[config.mk]
export PLATFORM = sky130hd
export DESIGN_NAME = activation_unit
export DESIGN_NICKNAME = d
export VERILOG_FILES = /design/src/rtl/activation_pkg.sv /design/src/rtl/activation_unit_act_lane.sv /design/src/rtl/activation_unit.sv
export SDC_FILE = /design/constraint.sdc
export NUM_CORES = 1
export LEC_CHECK = 0
export CORE_MARGIN = 2
export CORE_UTILIZATION = 40
export CTS_CLUSTER_DIAMETER = 60
export DETAILED_ROUTE_END_ITERATION = 6
export GPL_TIMING_DRIVEN = 0
export PLACE_DENSITY_LB_ADDON = 0.12
export SETUP_SLACK_MARGIN = 0.05
export SLEW_MARGIN = 20
export SYNTH_ARGS = -nofsm -noshare
export SYNTH_HDL_FRONTEND = slang
export SYNTH_SLANG_ARGS = --single-unit
export TNS_END_PERCENT = 50
[constraint.sdc]
create_clock -name clk -period 4.9 [get_ports clk]
set_clock_uncertainty 0.1 [all_clocks]
set_input_delay 0.98 -clock clk [delete_from_list [all_inputs] [get_ports clk]]
set_output_delay 0.98 -clock clk [all_outputs]
set_load 0.05 [all_outputs]
[src/rtl/activation_pkg.sv]
// Shared types and default widths for the activation datapath.
// Lane and top-level parameters default to these constants so both stay in step.
package activation_pkg;

   typedef enum logic [1:0] {
      ACT_RELU  = 2'd0,
      ACT_LEAKY = 2'd1,
      ACT_IDENT = 2'd2,
      ACT_RSVD  = 2'd3
   } act_mode_e;

   localparam int ACT_DATA_WIDTH       = 16;
   localparam int ACT_WEIGHT_INT_WIDTH = 4;
   localparam int ACT_LANES            = 4;
   localparam int ACT_LEAK_SHIFT       = 3;

endpackage

[src/rtl/activation_unit_act_lane.sv]
// One activation lane: a double-width signed product in, a requantized sample and a
// saturation flag out. Purely combinational.
module act_lane
   import activation_pkg::*;
#(
   parameter int DATA_WIDTH       = ACT_DATA_WIDTH,
   parameter int WEIGHT_INT_WIDTH = ACT_WEIGHT_INT_WIDTH,
   parameter int LEAK_SHIFT       = ACT_LEAK_SHIFT
) (
   input  act_mode_e                      mode_i,
   input  logic signed [2*DATA_WIDTH-1:0] prod_i,
   output logic        [DATA_WIDTH-1:0]   sample_o,
   output logic                           sat_o
);

   localparam int PW  = 2*DATA_WIDTH;
   localparam int TOP = PW-1-WEIGHT_INT_WIDTH;

   // Returns {saturated, sample}; the slice is in range only when the dropped integer
   // bits are all copies of the sign bit.
   function automatic logic [DATA_WIDTH:0] requant(input logic signed [PW-1:0] y);
      logic [WEIGHT_INT_WIDTH:0] hdr;
      hdr = y[PW-1 -: WEIGHT_INT_WIDTH+1];
      if (hdr == '0 || hdr == '1) begin
         return {1'b0, y[TOP -: DATA_WIDTH]};
      end else if (!y[PW-1]) begin
         return {1'b1, 1'b0, {(DATA_WIDTH-1){1'b1}}};
      end else begin
         return {1'b1, 1'b1, {(DATA_WIDTH-1){1'b0}}};
      end
   endfunction

   logic [DATA_WIDTH:0] res;

   always_comb begin
      res = '0;
      case (mode_i)
         ACT_LEAKY: res = prod_i[PW-1] ? requant(prod_i >>> LEAK_SHIFT) : requant(prod_i);
         ACT_IDENT: res = requant(prod_i);
         default:   res = prod_i[PW-1] ? '0 : requant(prod_i);
      endcase
   end

   assign sample_o = res[DATA_WIDTH-1:0];
   assign sat_o    = res[DATA_WIDTH];

endmodule

[src/rtl/activation_unit.sv]
// Two-stage activation pipeline with valid/ready handshake and a sticky
// saturation-event counter covering all lanes.
module activation_unit
   import activation_pkg::*;
#(
   parameter int DATA_WIDTH       = ACT_DATA_WIDTH,
   parameter int WEIGHT_INT_WIDTH = ACT_WEIGHT_INT_WIDTH,
   parameter int LANES            = ACT_LANES,
   parameter int LEAK_SHIFT       = ACT_LEAK_SHIFT
) (
   input  logic                            clk,
   input  logic                            rst_n,
   input  logic                            in_valid,
   output logic                            in_ready,
   input  logic [LANES*2*DATA_WIDTH-1:0]   in_data,
   input  logic [1:0]                      in_mode,
   output logic                            out_valid,
   input  logic                            out_ready,
   output logic [LANES*DATA_WIDTH-1:0]     out_data,
   input  logic                            sat_clr,
   output logic [15:0]                     sat_count
);

   localparam int PW = 2*DATA_WIDTH;

   logic                        vld_p1_q;
   logic [LANES*PW-1:0]         data_p1_q;
   act_mode_e                   mode_p1_q;
   logic                        vld_p2_q;
   logic [LANES*DATA_WIDTH-1:0] data_p2_q;
   logic [LANES*DATA_WIDTH-1:0] data_p2_d;
   logic [LANES-1:0]            sat_lane;
   logic [16:0]                 sat_beat;
   logic [16:0]                 sat_sum;
   logic [15:0]                 cnt_q;
   logic [15:0]                 cnt_d;
   logic                        ld_p2;

   assign in_ready = !vld_p1_q || !vld_p2_q || out_ready;
   assign ld_p2    = !vld_p2_q || out_ready;

   // Stage 1: capture products and the mode that travels with them
   always_ff @(posedge clk) begin
      if (!rst_n) begin
         vld_p1_q  <= 1'b0;
         data_p1_q <= '0;
         mode_p1_q <= ACT_RELU;
      end else if (in_ready) begin
         vld_p1_q <= in_valid;
         if (in_valid) begin
            data_p1_q <= in_data;
            mode_p1_q <= act_mode_e'(in_mode);
         end
      end
   end

   for (genvar l = 0; l < LANES; l++) begin : g_lane
      act_lane #(
         .DATA_WIDTH       (DATA_WIDTH),
         .WEIGHT_INT_WIDTH (WEIGHT_INT_WIDTH),
         .LEAK_SHIFT       (LEAK_SHIFT)
      ) u_lane (
         .mode_i   (mode_p1_q),
         .prod_i   (data_p1_q[l*PW +: PW]),
         .sample_o (data_p2_d[l*DATA_WIDTH +: DATA_WIDTH]),
         .sat_o    (sat_lane[l])
      );
   end

   always_comb begin
      sat_beat = '0;
      for (int l = 0; l < LANES; l++) begin
         sat_beat = sat_beat + 17'(sat_lane[l]);
      end
      sat_sum = {1'b0, cnt_q} + sat_beat;
      cnt_d   = sat_sum[16] ? 16'hFFFF : sat_sum[15:0];
   end

   // Stage 2: activated samples; saturation events are counted as the beat lands here
   always_ff @(posedge clk) begin
      if (!rst_n) begin
         vld_p2_q  <= 1'b0;
         data_p2_q <= '0;
      end else if (ld_p2) begin
         vld_p2_q <= vld_p1_q;
         if (vld_p1_q) begin
            data_p2_q <= data_p2_d;
         end
      end
   end

   always_ff @(posedge clk) begin
      if (!rst_n || sat_clr) begin
         cnt_q <= '0;
      end else if (ld_p2 && vld_p1_q) begin
         cnt_q <= cnt_d;
      end
   end

   assign out_valid = vld_p2_q;
   assign out_data  = data_p2_q;
   assign sat_count = cnt_q;

endmodule

# Yosys cells after proc, flatten, opt, wreduce, memory -nomap -nowiden

Cells that the tools add are included.

$add $sub $neg: 4
Equality and inequality tests: 10
Multiplexer cells: 29
Reductions and logical operators: 26

Operators by type and width:

| cell                                           | number |
|---|---|
| 2-to-1 mux 17 bit                              | 20 |
| case mux 17 bit (2 select lines)               | 4 |
| 2-to-1 mux 16 bit                              | 5 |
| == test 5 bit (second input constant)          | 8 |
| logical NOT 5 bit                              | 8 |
| adder 16 x 4 -> 17 bit                         | 1 |
| logical OR 1 bit                               | 12 |
| adder 3 x 1 -> 4 bit                           | 1 |
| AND reduction 2 bit                            | 2 |
| adder 2 x 1 -> 3 bit                           | 1 |
| logical NOT 1 bit                              | 3 |
| adder 1 x 1 -> 2 bit                           | 1 |
| == test 2 x 1 -> 1 bit (second input constant) | 1 |
| == test 2 bit (second input constant)          | 1 |
| logical AND 1 bit                              | 1 |

Flip-flop bits (word level): 212
Bits of input ports: 135
Word-level logic and storage cells: 75

# Depth between registers and ports, before layout

Depth in word-level cells: 10
Depth in mapped cells: 15

# Cells and area by module

Synthesis repeated with hierarchy kept, for this count alone.

Cell total of the unflattened synthesis: 1,173
Area total of the unflattened synthesis: 9,929.5 um2

Modules (own cells, without submodules):

| module          | instances | cells an instance | area an instance (um2) | sequential area each (um2) |
|---|---|---|---|---|
| activation_unit | 1         | 945               | 8,042.7                | 4,244.1 |
| act_lane        | 4         | 57                | 471.7                  | 0.0 |

# Worst setup path after synthesis

OpenSTA, ideal clock, no wires.

Kind: reg2reg
Start: register mode_p1_q[0]
End: register cnt_q[10], in the netlist sat_count[10]
Setup time: 0.078 ns
Arrival time: 3.235 ns
Required time: 4.722 ns
Path slack: 1.488 ns
Stages on the path, launching flop included: 15
Clock period less this slack: 3.412 ns
Cell sequence: dfxtp_1 > inv_1 > ha_1 > or2_2 > buf_2 > o21ai_0 > a21oi_1 > fa_1 > fa_1 > fa_1 > and2_1 > nand2_1 > nor3_4 > and4_1 > nor3_1

Cells in the longest elaborated chain, start to end: 7
Elaborated cells on any way between the ends: 11
Those cells by class: add/sub (4); eq/ne (2); mux (5)

Ends and longest elaborated chain:

| element                                                        | line                           | RTL |
|---|---|---|
| from (decl)                                                    | activation_unit.sv:28          | `act_mode_e mode_p1_q;` |
| from (signal assigned)                                         | activation_unit.sv:52          | `mode_p1_q <= act_mode_e'(in_mode);` |
| == test 2 bit / == test 2 x 1 -> 1 bit (equally long branches) | n/a                            |  |
| case mux 17 bit (2 select lines)                               | activation_unit_act_lane.sv:37 | `case (mode_i)` |
| adder 1 x 1 -> 2 bit                                           | activation_unit.sv:73          | `sat_beat = sat_beat + 17'(sat_lane[l]);` |
| adder 2 x 1 -> 3 bit                                           | activation_unit.sv:73          |  |
| adder 3 x 1 -> 4 bit *                                         | activation_unit.sv:73          |  |
| adder 16 x 4 -> 17 bit *                                       | activation_unit.sv:75          | `sat_sum = {1'b0, cnt_q} + sat_beat;` |
| 2-to-1 mux 16 bit *                                            | activation_unit.sv:76          | `cnt_d = sat_sum[16] ? 16'hFFFF : sat_sum[15:0];` |
| to (signal assigned)                                           | activation_unit.sv:96          | `cnt_q <= cnt_d;` |
| to (decl)                                                      | activation_unit.sv:35          | `logic [15:0] cnt_q;` |

Mark *: on every way between the ends. The rest lies on a longest branch, timed or not.
A chain may end at the register's enable or synchronous reset.

# Final worst setup path

Start: register data_p1_q[91]
End: register cnt_q[10], in the netlist sat_count[10]

Cells in the longest elaborated chain, start to end: 9
Elaborated cells on any way between the ends: 12
Those cells by class: add/sub (3); eq/ne (1); mux (6); reduce/logical (2)

Ends and longest elaborated chain:

| element                                                   | line                                                           | RTL |
|---|---|---|
| from (decl)                                               | activation_unit.sv:27                                          | `logic [LANES*PW-1:0] data_p1_q;` |
| from (signal assigned)                                    | activation_unit.sv:51                                          | `data_p1_q <= in_data;` |
| == test 5 bit / logical NOT 5 bit (equally long branches) | activation_unit_act_lane.sv:24                                 | `if (hdr == '0 \|\| hdr == '1) begin` |
| logical OR 1 bit *                                        | activation_unit_act_lane.sv:24                                 |  |
| 2-to-1 mux 17 bit                                         | activation_unit_act_lane.sv:24                                 |  |
| 2-to-1 mux 17 bit (on tied branches)                      | activation_unit_act_lane.sv:40, activation_unit_act_lane.sv:38 |  |
| case mux 17 bit (2 select lines) *                        | activation_unit_act_lane.sv:37                                 |  |
| adder 2 x 1 -> 3 bit *                                    | activation_unit.sv:73                                          |  |
| adder 3 x 1 -> 4 bit *                                    | activation_unit.sv:73                                          |  |
| adder 16 x 4 -> 17 bit *                                  | activation_unit.sv:75                                          |  |
| 2-to-1 mux 16 bit *                                       | activation_unit.sv:76                                          |  |

Marked as above.

==> impl_metrics.py <==
metrics = {
    "die": {
        "rows": 48,
        "die_h_um": 137.5,
        "die_area_mm2": 0.01889,
        "core_area_mm2": 0.01736,
        "die_w_um": 137.5,
        "initial_core_util": 0.4105,
        "ioPinCount": 217,
    },
    "placed_design": {
        "dpl.hpwl_um": 15160,
        "placed_cell_area_mm2": 0.009087,
        "gp_congestion": 0.8371,
        "port_buffers": 168,
    },
    "synth": {
        "ys.flop_type": "dfxtp_1",
        "synth_fp_nets": 1035,
        "async_reset_ff_frac": 0,
        "yosysWarnings": 0,
        "synth_area_mm2": 0.007124,
        "netlist_instances": 890,
        "synth-seq-cells": 164,
        "synth_most_common_cell": "nand2_1",
        "postSynthAreaPerCell_um2": 8.005,
        "post-synth-top-area-fraction": 0.4608,
        "yosysSeqAreaShare": 0.4608,
        "synth-edff-count": 0,
        "synthTopCellsByArea": "dfxtp_1, a21oi_1, nand2_1",
        "synth_top_cell_by_area": "dfxtp_1",
        "ys_types": 40,
        "synthTopCellsByCount": "nand2_1, dfxtp_1, a21oi_1",
    },
    "clock_network": {
        "cts.sink_count": 164,
        "cts_max_level": 4,
        "cts_tree": "done",
        "cts_setup_buffers": 0,
        "cts_max_path_buffers": 2,
        "cts.clk_slew.worst_paths_ps": 60,
        "cts_buffers": 17,
        "ctsHoldBuffers": 0,
        "insertion_delay_ps": 430,
        "cts_resized": 0,
        "cts_root_buf": "clkbuf_16",
    },
    "layout": {
        "utilization": 0.5573,
        "multi_input_area_mm2": 0.003490,
        "drive_gt1_frac": 0.05693,
        "areaGrowthSynthToFinish_pct": 35.77,
        "nFillCells": 1732,
        "nets": 1222,
        "register_area_mm2": 0.003283,
        "final_cell_area_mm2": 0.009673,
        "antenna_cells": 0,
    },
    "critical_path": {
        "cp_slowest_cell": "fa_1",
        "crit_chain": "nor4_1 > nor2_1 > o21ai_0 > a21oi_1 > fa_1 > fa_1 > fa_1 > and2_1 > nand2_1 > nor3_4 > and4_1 > nor3_1",
        "arrival_ps": 4120,
        "slowest_delay_ps": 500,
        "required_ps": 5150,
        "critPathKind": "reg -> reg",
        "cp_num_buf_inv": 0,
        "cp-start-kind": "flip-flop",
        "end_kind": "flip-flop",
        "crit_top_cell": "fa_1",
        "cp_max_fo": 9,
        "worst_path_dominant_cell_family": "simple AND/OR/NAND/NOR gates",
    },
    "timing": {
        "fmax_mhz": 258.6,
        "setup_viol": 0,
        "fin_crit_sh": 0.7891,
        "hold_viol": 0,
        "tightestPinTransition_ps": 631.1,
        "finalCriticalPeriod_ps": 3867,
        "slew_headroom": 0.5777,
        "rsz0062_at_grt": "no",
        "tns_ps": 0,
        "slew_viol_final": 0,
    },
    "detailed_routing": {
        "dr_total_vias": 6822,
        "via_per_inst": 5.192,
        "drt_iter0_drc": 429,
        "wl_per_cell_um": 15.84,
        "first_pass_iters": 5,
        "wl_um": 20820,
        "ant_nets": 0,
        "drc": 0,
    },
    "power_and_ir_drop": {
        "peakVddDrop_mv": 0.2596,
        "cellPowerDensity_mw_per_mm2": 353.4,
        "cellLeakagePower_nw": 3.572,
    },
    "outcome": {
        "status": "finished, final reports clean",
    },
    "global_route": {
        "grtUsageTotal": 0.2236,
        "grt_pass1_vias": 6296,
        "antenna_found_initial": 0,
        "overflow": 0,
        "grt_pass1_wl_um": 32550,
        "grt_max_degree": 17,
    },
    "job": {
        "drv_cap": 0,
    },
    "worst_hold_path": {
        "hold_path.class": "reg -> reg",
    },
}
==> registers in the layout, summed over array words and instances, names as in the netlist <==
name and cells:
mode_p1_q 2, sat_count 16, data_p1_q 80, out_valid 1, out_data 64, vld_p1_q 1
==> cell families (layout without fill, tap and decap cells) <==
family | count (synthesis) | after routing | synth area share
DFF | 164 | 164 | 0.4608
xor gates and xnor gates | 9 | 9 | 0.01106
and+or+nand+nor | 252 | 252 | 0.1628
muxes | 1 | 1 | 0.001405
buffers and inverters | 83 | 282 | 0.04935
adders and majority gates | 10 | 10 | 0.02072
AOI/OAI and AO/OA | 371 | 371 | 0.2938
==> layout make-up <==
class / instances / share of cell area
Multi-Input combinational cell: 643 / 0.3608
Sequential cell: 164 / 0.3394
Timing Repair Buffer: 168 / 0.1738
Clock buffer: 22 / 0.05006
Buffer: 65 / 0.02936
Tap cell: 225 / 0.02910
Clock inverter: 9 / 0.01048
Inverter: 18 / 0.006985
==> path summary, 6_finish.rpt <==
path	cells past startpoint	endpoint	start	slack [ps]
max	12	sat_count[10]	data_p1_q[91]	1030
min	2	data_p1_q[12]	data_p1_q[12]	360
max reg2reg	12	sat_count[10]	data_p1_q[91]	1030
min reg2reg	2	data_p1_q[12]	data_p1_q[12]	360
==> layout by cell type (no fill, tap or decap), types with 5 or more instances in the layout <==
cell type        count
nand4_1              6
a21boi_0            82
clkdlybuf4s50_1    168
nor2_1              16
clkinv_2             5
nand2_1            177
inv_1               18
nor3_4               5
dfxtp_1            164
clkbuf_16           17
a21oi_1            145
nor2b_1             11
and2_1               8
ha_1                 7
nor4_1              10
o21ai_0            129
clkbuf_1            49
buf_2               10
xnor2_1              9
==> layer usage <==
layer,share of wire,vias to the layer above,routed length [µm],global-route usage
met5,0,-,0,0
met4,0.012,0,254,0.06071
met3,0.057,18,1189,0.04599
met2,0.45,186,9452,0.3574
met1,0.48,3178,9921,0.3069
li1,-,3440,-,-
==> tightest hold or removal path: cells and delay by family, from the launching register on <==
family           cells  cell delay (ps)
AND/OR/NAND/NOR      1               50
AO/OA/AOI/OAI        1               60
flip-flops           1              310
==> where the power goes <==
group          switching, mW  total (mW)  internal, mW
registers             0.0552        1.47          1.41
clock network          0.534        1.33         0.799
logic                  0.384       0.620         0.236
==> stage by stage <==
| step | hold WS, ps | power [mW] | std cells | worst slack, ps |
|---|---|---|---|---|
| floorplan | 340.3 | 1.864 | 890 | 1488 |
| global placement | 350.1 | 2.109 | 1283 | 1076 |
| detailed placement | 356.0 | 2.115 | 1283 | 1090 |
| CTS | 364.6 | 3.439 | 1314 | 1051 |
| global route | 386.5 | 3.552 | 1314 | 828.4 |
| finish | 363.1 | 3.419 | 1314 | 1033 |
Note: power is estimated with default switching activity, not from simulation.
